==> config.mk <==
export PLATFORM = sky130hd
export DESIGN_NAME = dec_exe_pipe
export DESIGN_NICKNAME = d
export VERILOG_FILES = /design/src/rtl/vi_pkg.sv /design/src/rtl/dec_exe_operand_mux.sv /design/src/rtl/dec_exe_pipe.sv
export SDC_FILE = /design/constraint.sdc
export NUM_CORES = 1
export LEC_CHECK = 0
export CORE_AREA = 2 2 187 189
export DETAILED_ROUTE_END_ITERATION = 10
export DIE_AREA = 0 0 189 191
export PLACE_DENSITY = 0.51
export SYNTH_ARGS = -nofsm -noshare
export SYNTH_HDL_FRONTEND = slang
export SYNTH_SLANG_ARGS = --single-unit
==> constraint.sdc <==
create_clock -name clk_i -period 2.8 [get_ports clk_i]
set_clock_uncertainty 0.15 [all_clocks]
set_input_delay 0.84 -clock clk_i [delete_from_list [all_inputs] [get_ports clk_i]]
set_output_delay 0.84 -clock clk_i [all_outputs]
set_load 0.005 [all_outputs]
==> src/rtl/vi_pkg.sv <==
// rtl/vi_pkg.sv - shared pipeline constants and the stall-watchdog state type
package vi_pkg;
    localparam logic [31:0] NOP_INSTR     = 32'h00000013;
    localparam logic [6:0]  OPC_LOAD      = 7'b0000011;
    localparam logic [6:0]  OPC_OP        = 7'b0110011;
    localparam logic [6:0]  FUNCT7_MULDIV = 7'b0000001;

    typedef enum logic {
        RUN     = 1'b0,
        STALLED = 1'b1
    } wd_state_e;
endpackage

==> src/rtl/dec_exe_operand_mux.sv <==
// rtl/dec_exe_operand_mux.sv - per-operand select between bypass and register-file data
module dec_exe_operand_mux #(
    parameter int XLEN = 32
) (
    input  logic [4:0]      addr_i,
    input  logic            bypass_en_i,
    input  logic [XLEN-1:0] bypass_data_i,
    input  logic [XLEN-1:0] rf_data_i,
    output logic [XLEN-1:0] operand_o
);
    // x0 always reads zero, even if bypass_ctrl flags a match on it
    always_comb begin
        operand_o = rf_data_i;
        if (addr_i == 5'd0) begin
            operand_o = '0;
        end else if (bypass_en_i) begin
            operand_o = bypass_data_i;
        end
    end
endmodule

==> src/rtl/dec_exe_pipe.sv <==
// rtl/dec_exe_pipe.sv - decode->execute register with bubbles, stall watchdog, perf counters (DEC_EXE_PERF_CNT_EN)
module dec_exe_pipe
    import vi_pkg::*;
#(
    parameter int XLEN          = 32,
    parameter int STALL_TIMEOUT = 64
) (
    input  logic            clk_i,
    input  logic            rsn_i,
    input  logic            dec_valid_i,
    input  logic [XLEN-1:0] dec_pc_i,
    input  logic [31:0]     dec_instr_i,
    input  logic [4:0]      dec_read_addr_a_i,
    input  logic [4:0]      dec_read_addr_b_i,
    input  logic [XLEN-1:0] rf_data_a_i,
    input  logic [XLEN-1:0] rf_data_b_i,
    input  logic [XLEN-1:0] dec_imm_i,
    input  logic [4:0]      dec_wr_addr_i,
    input  logic            dec_wr_en_i,
    input  logic            bypass_a_en_i,
    input  logic            bypass_b_en_i,
    input  logic [XLEN-1:0] bypass_data_a_i,
    input  logic [XLEN-1:0] bypass_data_b_i,
    input  logic            stall_core_i,
    input  logic            flush_i,
    output logic            exe_valid_o,
    output logic [XLEN-1:0] exe_pc_o,
    output logic [31:0]     exe_instr_o,
    output logic [XLEN-1:0] exe_op_a_o,
    output logic [XLEN-1:0] exe_op_b_o,
    output logic [XLEN-1:0] exe_imm_o,
    output logic [4:0]      exe_wr_addr_o,
    output logic            exe_wr_en_o,
    output logic            dec_hold_o,
    output logic            stall_timeout_o,
    output logic [31:0]     perf_stall_cnt_o,
    output logic [31:0]     perf_flush_cnt_o
);
    localparam int              CNT_W = $clog2(STALL_TIMEOUT + 1);
    localparam logic [CNT_W-1:0] T_CNT = CNT_W'(STALL_TIMEOUT);

    logic [XLEN-1:0] op_a, op_b;
    logic            valid_d, valid_q, wr_en_d, wr_en_q;
    logic [XLEN-1:0] pc_d, pc_q, op_a_d, op_a_q, op_b_d, op_b_q, imm_d, imm_q;
    logic [31:0]     instr_d, instr_q;
    logic [4:0]      wr_addr_d, wr_addr_q;
    wd_state_e       state_d, state_q;
    logic [CNT_W-1:0] cnt_d, cnt_q;
    logic            timeout_d, timeout_q;
    logic            hold;

    dec_exe_operand_mux #(.XLEN(XLEN)) u_mux_a (
        .addr_i        (dec_read_addr_a_i),
        .bypass_en_i   (bypass_a_en_i),
        .bypass_data_i (bypass_data_a_i),
        .rf_data_i     (rf_data_a_i),
        .operand_o     (op_a)
    );

    dec_exe_operand_mux #(.XLEN(XLEN)) u_mux_b (
        .addr_i        (dec_read_addr_b_i),
        .bypass_en_i   (bypass_b_en_i),
        .bypass_data_i (bypass_data_b_i),
        .rf_data_i     (rf_data_b_i),
        .operand_o     (op_b)
    );

    // flush outranks stall, so a killed slot never holds fetch
    assign hold = stall_core_i & ~flush_i;

    always_comb begin
        valid_d   = 1'b0;
        wr_en_d   = 1'b0;
        pc_d      = '0;
        instr_d   = NOP_INSTR;
        op_a_d    = '0;
        op_b_d    = '0;
        imm_d     = '0;
        wr_addr_d = '0;
        if (!flush_i && !stall_core_i) begin
            valid_d   = dec_valid_i;
            wr_en_d   = dec_wr_en_i & dec_valid_i;
            pc_d      = dec_pc_i;
            instr_d   = dec_instr_i;
            op_a_d    = op_a;
            op_b_d    = op_b;
            imm_d     = dec_imm_i;
            wr_addr_d = dec_wr_addr_i;
        end
    end

    always_comb begin
        state_d   = state_q;
        cnt_d     = cnt_q;
        timeout_d = timeout_q;
        case (state_q)
            RUN: begin
                if (hold) begin
                    state_d = STALLED;
                    cnt_d   = {{(CNT_W-1){1'b0}}, 1'b1};
                end
            end
            STALLED: begin
                if (hold) begin
                    cnt_d = (cnt_q == T_CNT) ? cnt_q : cnt_q + 1'b1;
                    if (cnt_d == T_CNT) begin
                        timeout_d = 1'b1;
                    end
                end else begin
                    state_d = RUN;
                    cnt_d   = '0;
                end
            end
            default: begin
                state_d = RUN;
                cnt_d   = '0;
            end
        endcase
    end

    always_ff @(posedge clk_i) begin
        if (!rsn_i) begin
            valid_q   <= 1'b0;
            wr_en_q   <= 1'b0;
            pc_q      <= '0;
            instr_q   <= NOP_INSTR;
            op_a_q    <= '0;
            op_b_q    <= '0;
            imm_q     <= '0;
            wr_addr_q <= '0;
            state_q   <= RUN;
            cnt_q     <= '0;
            timeout_q <= 1'b0;
        end else begin
            valid_q   <= valid_d;
            wr_en_q   <= wr_en_d;
            pc_q      <= pc_d;
            instr_q   <= instr_d;
            op_a_q    <= op_a_d;
            op_b_q    <= op_b_d;
            imm_q     <= imm_d;
            wr_addr_q <= wr_addr_d;
            state_q   <= state_d;
            cnt_q     <= cnt_d;
            timeout_q <= timeout_d;
        end
    end

`ifdef DEC_EXE_PERF_CNT_EN
    logic [31:0] stall_cnt_d, stall_cnt_q, flush_cnt_d, flush_cnt_q;

    always_comb begin
        stall_cnt_d = stall_cnt_q;
        flush_cnt_d = flush_cnt_q;
        if (hold && stall_cnt_q != 32'hFFFFFFFF) begin
            stall_cnt_d = stall_cnt_q + 32'd1;
        end
        if (flush_i && flush_cnt_q != 32'hFFFFFFFF) begin
            flush_cnt_d = flush_cnt_q + 32'd1;
        end
    end

    always_ff @(posedge clk_i) begin
        if (!rsn_i) begin
            stall_cnt_q <= '0;
            flush_cnt_q <= '0;
        end else begin
            stall_cnt_q <= stall_cnt_d;
            flush_cnt_q <= flush_cnt_d;
        end
    end

    assign perf_stall_cnt_o = stall_cnt_q;
    assign perf_flush_cnt_o = flush_cnt_q;
`else
    assign perf_stall_cnt_o = 32'd0;
    assign perf_flush_cnt_o = 32'd0;
`endif

    assign exe_valid_o     = valid_q;
    assign exe_pc_o        = pc_q;
    assign exe_instr_o     = instr_q;
    assign exe_op_a_o      = op_a_q;
    assign exe_op_b_o      = op_b_q;
    assign exe_imm_o       = imm_q;
    assign exe_wr_addr_o   = wr_addr_q;
    assign exe_wr_en_o     = wr_en_q;
    assign dec_hold_o      = hold;
    assign stall_timeout_o = timeout_q;
endmodule

==> impl_metrics.json, run 1 <==
{
  "status": "completed",
  "synth_area_um2": 6170,
  "path_buf_inv": 2,
  "clock_tree.buffer_depth": 2,
  "wl_per_cell_um": 14.5,
  "cts.sink_count": 176,
  "crit_arrival_ns": 1.70,
  "synth.area.top_cells": "dfxtp_1 (57%), mux2i_1 (10%), and2_1 (10%), buf_4 (7.8%), nor2_1 (4.0%)",
  "route.detailed.drc": 0,
  "leakagePower_nw": 4.49,
  "portBuffers": 415,
  "antenna_found_initial": 2,
  "vias_per_cell": 3.53,
  "via_count": 5101,
  "fin_ws_ns": 0.112,
  "numCtsBuffers": 17,
  "cts_resized": 1,
  "synth.avg_cell_area_um2": 11.0,
  "final.period_utilization_pct": 96.0,
  "path_class": "input pin to output pin",
  "start_kind": "input pin",
  "hp-class": "flip-flop to flip-flop",
  "cp_cell_sequence": "clkdlybuf4s50_1 -> nor2b_2 -> dlygate4sd2_1",
  "root_buffer": "clkbuf_16",
  "die_h_um": 191,
  "path_clk_slew_ns": 0.06,
  "die_x_um": 189,
  "post_cts_buffers": 0,
  "yosysTopAreaCell": "dfxtp_1",
  "rsz0062_at_grt": "false",
  "routed_wl_um": 21000,
  "setup_viol": 0,
  "synthTopCellsByCount": "dfxtp_1 (176), and2_1 (101), nor2_1 (65), buf_4 (64), mux2i_1 (64)",
  "grt_usage_pct": 11.4,
  "gp_congestion": 0.789,
  "cpMaxStageDelayCell": "clkdlybuf4s50_1",
  "cp-end-kind": "output pin",
  "firstDrtPassIters": 4,
  "fin_util_pct": 32.9,
  "power_density_nw_per_um2": 503,
  "grt_pass1_wl_um": 29800,
  "drive_gt1_share_pct": 5.55,
  "drv_slew": 0,
  "ys_ff_latch": 176,
  "worstPathMaxFanout": 2,
  "initial_core_util_pct": 18.1,
  "synth.distinct_cells": 39,
  "htree_levels": 4,
  "areaGrowthSynthToFinish_pct": 81.9,
  "slowest_delay_ns": 0.47,
  "ios": 480,
  "ir_worst_vdd_mv": 0.421,
  "n_fill_cell": 3497,
  "period_minus_slack_ns": 2.69,
  "async_reset_ff_share_pct": 0,
  "drt_iter0_markers": 125,
  "synthFlopType": "dfxtp_1",
  "worstSkewPairLatency_ns": 0.44,
  "synth_seq_area_share_pct": 57.1,
  "synthCells": 561,
  "ant_nets": 0,
  "crit_required_ns": 1.81,
  "dp_hpwl_um": 16600,
  "grt_pass1_vias": 4909,
  "yosysMostFrequentCell": "dfxtp_1",
  "fin_nets": 1228,
  "cts_tree": "yes",
  "clock.fmax_ghz": 0.372,
  "hold_buffers": 0,
  "dieArea_um2": 36100,
  "path_delay_family": "buffers and inverters",
  "rows": 68,
  "synth_top_area_share_pct": 57.1,
  "synth_edf_count": 0,
  "grt_max_degree": 87,
  "hold_violations": 0,
  "cap_violations": 0,
  "globalRoute.totalOverflow": 0,
  "synth_warnings": 0,
  "place_ws_ns": -0.157,
  "core_um2": 34100
}
[metal layers]
metal  vias to the layer above  share of wire, %  GRT usage, %
li1                       2514                 -             -
met1                      2293                37          11.5
met2                       269                51          20.6
met3                        21               9.6          4.48
met4                         4               1.8          5.14
met5                         -              0.13             0
[final cells by class]
cell class,instances,area [um^2],share of cell area [%]
clock inverters,10,103,0.915
diodes,1,2.50,0.0223
inverters,3,11.3,0.100
flip-flops and latches,176,3520,31.4
clock buffers,21,470,4.19
multi-input cells,354,2220,19.8
well taps,455,569,5.08
repair buffers,427,4320,38.5
[path summary, 6_finish.rpt]
check                        from         endpoint  slack (ns)  cells after the start
setup / recovery     stall_core_i       dec_hold_o        0.11                      3
hold / removal    stall_timeout_o  stall_timeout_o        0.33                      1
setup reg to reg         cnt_q[0]  stall_timeout_o        0.97                      6
hold reg to reg   stall_timeout_o  stall_timeout_o        0.33                      1
[cell families after synthesis]
group	synth area share (%)
AND/OR/NAND/NOR	17.7
flip-flops	57.1
buffers and inverters	10.8
multiplexers	10.4
AO/OA/AOI/OAI	3.14
XOR/XNOR	0.426
adder cells (fa/ha/maj)	0.406
other	0.0608
[power by group]
| group | switching [W] | internal, W |
|---|---|---|
| Sequential | 0.0000200 | 0.00257 |
| Combinational | 0.000212 | 0.000501 |
| Clock | 0.00103 | 0.00130 |
[layout by cell type (no fill, tap or decap), types with 3 or more instances in the layout]
cell type	count
clkdlybuf4s50_1	412
dfxtp_1	176
and2_1	101
nor2_1	65
mux2i_1	64
conb_1	64
clkbuf_16	17
buf_12	7
o21ai_0	6
a21boi_0	6
buf_4	5
nor2_2	4
and3_1	4
nand3_1	4
clkinvlp_4	4
inv_1	3
nand2b_1	3
a31oi_1	3
nand2_1	3
clkbuf_8	3
[registers in the layout, indices dropped and copies added, names as in the netlist]
register         cells
cnt_q                7
exe_imm_o           32
exe_instr_o         32
exe_op_a_o          32
exe_op_b_o          32
exe_pc_o            32
exe_valid_o          1
exe_wr_addr_o        5
exe_wr_en_o          1
stall_timeout_o      1
state_q              1
[through the flow]
stage	instances	hold slack (ns)	total power (W)	setup TNS [ns]	instance area (um^2)
floorplan	624	0.316	0.00290	0	6400
global placement	1415	0.320	0.00337	-0.167	10600
detailed placement	1415	0.323	0.00337	-0.157	10600
CTS	1446	0.339	0.00577	0	11200
global route	1446	0.347	0.00591	0	11200
finish	1447	0.331	0.00564	0	11200
(Power assumes the default switching activity.)
==> inputs of run 2 (changes only) <==
- ABC_AREA: unset -> 1
- CORE_AREA: 2 2 187 189 -> 2 2 189 191
- DIE_AREA: 0 0 189 191 -> 0 0 191 193
- PLACE_DENSITY: 0.51 -> 0.53
- SKIP_CTS_REPAIR_TIMING: unset -> 1
==> run 2 against run 1 <==
Final area is 7.8% higher. Fmax is 5.0% higher. Wire length rose by 11%. Clock power rose by 8%. Clock-buffer cell count down 2. Synthesized area is 14% higher. Via count increased by 15%. Global-route usage rose by 0.72 points. Cell count rose by 13%. Synthesized cell count up 33%. Worst setup slack better by 0.13 ns. Critical endpoint unchanged. Largest power group unchanged.
==> impl_metrics.json, run 2 <==
{
  "status": "completed",
  "vias_per_cell": 3.58,
  "htree_levels": 4,
  "drv_slew": 0,
  "initial_core_util_pct": 20.1,
  "firstDrtPassIters": 4,
  "diodes": 0,
  "power_density_nw_per_um2": 490,
  "crit_arrival_ns": 1.57,
  "die_h_um": 193,
  "ios": 480,
  "synthCells": 748,
  "areaGrowthSynthToFinish_pct": 71.7,
  "fin_nets": 1419,
  "path_delay_family": "buffers and inverters",
  "async_reset_ff_share_pct": 0,
  "synth_top_area_share_pct": 50.0,
  "tns_ns": 0,
  "synth.distinct_cells": 26,
  "leakagePower_nw": 4.95,
  "root_buffer": "clkbuf_16",
  "antenna_found_initial": 3,
  "core_um2": 35000,
  "ant_nets": 0,
  "start_kind": "input pin",
  "path_class": "input pin to output pin",
  "synthFlopType": "dfxtp_1",
  "routed_wl_um": 23300,
  "final_common_cell": "clkdlybuf4s50_1",
  "cpMaxStageDelayCell": "clkdlybuf4s50_1",
  "cts_tree": "yes",
  "cp_cell_sequence": "clkdlybuf4s50_1 -> nor2_2 -> dlymetal6s2s_1",
  "final.period_utilization_pct": 91.4,
  "worstHoldPathCells": 2,
  "via_count": 5882,
  "grt_max_degree": 33,
  "route.detailed.drc": 0,
  "final_cell_mix": "clkdlybuf4s50_1 (413), dfxtp_1 (176), nand2_1 (151)",
  "rows": 69,
  "clock.fmax_ghz": 0.391,
  "period_minus_slack_ns": 2.56,
  "gp_congestion": 0.773,
  "synth.avg_cell_area_um2": 9.41,
  "crit_required_ns": 1.81,
  "grt_pass1_wl_um": 32900,
  "hold_violations": 0,
  "wl_per_cell_um": 14.2,
  "synth_warnings": 0,
  "slowest_delay_ns": 0.44,
  "ir_worst_vdd_mv": 0.415,
  "maxSlewHeadroom_pct": 56.2,
  "globalRoute.totalOverflow": 0,
  "grt_pass1_vias": 5639,
  "worstSetupPathDepth": 3,
  "ys_ff_latch": 176,
  "grt_usage_pct": 12.1,
  "drive_gt1_share_pct": 15.8,
  "synth.area.top_cells": "dfxtp_1 (50%), nor2_4 (11%), nand2_1 (8.0%), a21oi_2 (7.5%), buf_4 (6.8%)",
  "setup_viol": 0,
  "worstPathMaxFanout": 2,
  "path_clk_slew_ns": 0.07,
  "dp_hpwl_um": 18600,
  "portBuffers": 415,
  "synth_edf_count": 0,
  "numCtsBuffers": 17,
  "n_fill_cell": 3587,
  "cap_violations": 0,
  "hp-class": "flip-flop to flip-flop",
  "synth_seq_area_share_pct": 50.0,
  "cts.sink_count": 176,
  "dieArea_um2": 36900,
  "fin_util_pct": 34.6,
  "die_x_um": 191,
  "path_buf_inv": 2,
  "yosysTopAreaCell": "dfxtp_1",
  "synth_area_um2": 7040,
  "worstSkewPairLatency_ns": 0.44,
  "worstRegToRegCells": 7,
  "drt_iter0_markers": 235,
  "yosysMostFrequentCell": "dfxtp_1",
  "synthTopCellsByCount": "dfxtp_1 (176), nand2_1 (151), inv_1 (113), nor2_4 (70), buf_4 (64)",
  "cp-end-kind": "output pin",
  "worstMarginPinSlew_ns": 0.655,
  "rsz0062_at_grt": "false",
  "clock_tree.buffer_depth": 2
}
-- run 2: logic make-up (layout without fill, tap and decap cells) --
logic type | after synthesis | count (layout) | synth area share [%]
XOR/XNOR | 1 | 1 | 0.124
flip-flops | 176 | 176 | 50.0
adder cells (fa/ha/maj) | 2 | 2 | 0.355
buffers and inverters | 211 | 581 | 17.0
AO/OA/AOI/OAI | 77 | 77 | 9.36
other | 1 | 64 | 0.0533
AND/OR/NAND/NOR | 280 | 280 | 23.0
-- run 2: through the flow --
stage	power [W]	hold WS [ns]	std cells	area, um^2	worst slack (ns)
3_3_place_gp	0.00348	0.297	1612	11500	-0.310
3_5_place_dp	0.00348	0.295	1612	11500	-0.297
6_report	0.00593	0.303	1642	12100	0.240
5_1_grt	0.00622	0.340	1642	12100	0.192
4_1_cts	0.00605	0.306	1642	12100	-0.313
2_1_floorplan	0.00300	0.297	811	7280	0.780
-- run 2: per-layer routing --
| metal | part of all wire (%) | global-route usage (%) |
|---|---|---|
| met5 | 0.17 | 0 |
| met4 | 2.8 | 5.72 |
| met3 | 11 | 5.18 |
| met2 | 46 | 19.5 |
| met1 | 40 | 13.9 |
-- run 2: final cells by class --
| class | instances | area, um^2 | area share (%) |
|---|---|---|---|
| Clock inverter | 11 | 155 | 1.28 |
| Tap cell | 461 | 577 | 4.77 |
| Sequential cell | 176 | 3520 | 29.1 |
| Inverter | 115 | 439 | 3.63 |
| Clock buffer | 19 | 453 | 3.75 |
| Timing Repair Buffer | 436 | 4390 | 36.3 |
| Multi-Input combinational cell | 424 | 2550 | 21.1 |
-- run 2: worst reg2reg max path: stages (launching register included) --
cell     delay (ns)
dfxtp_1        0.40
ha_1           0.24
nand3_1        0.15
nor2_1         0.12
nand2_1        0.05
a21oi_1        0.20
nand3_1        0.11
a21oi_1        0.12
-- run 2: worst paths after layout --
check | start | endpoint | slack, ns
min reg2reg | stall_timeout_o | stall_timeout_o | 0.30
min | stall_timeout_o | stall_timeout_o | 0.30
max reg2reg | cnt_q[1] | stall_timeout_o | 1.20
max | flush_i | dec_hold_o | 0.24
-- run 2: where the power goes --
part           leakage (nW)  total (W)  switching (W)  internal (W)
Combinational          3.22   0.000825       0.000328      0.000497
Clock                 0.296    0.00252        0.00106       0.00145
Sequential             1.43    0.00259      0.0000214       0.00257
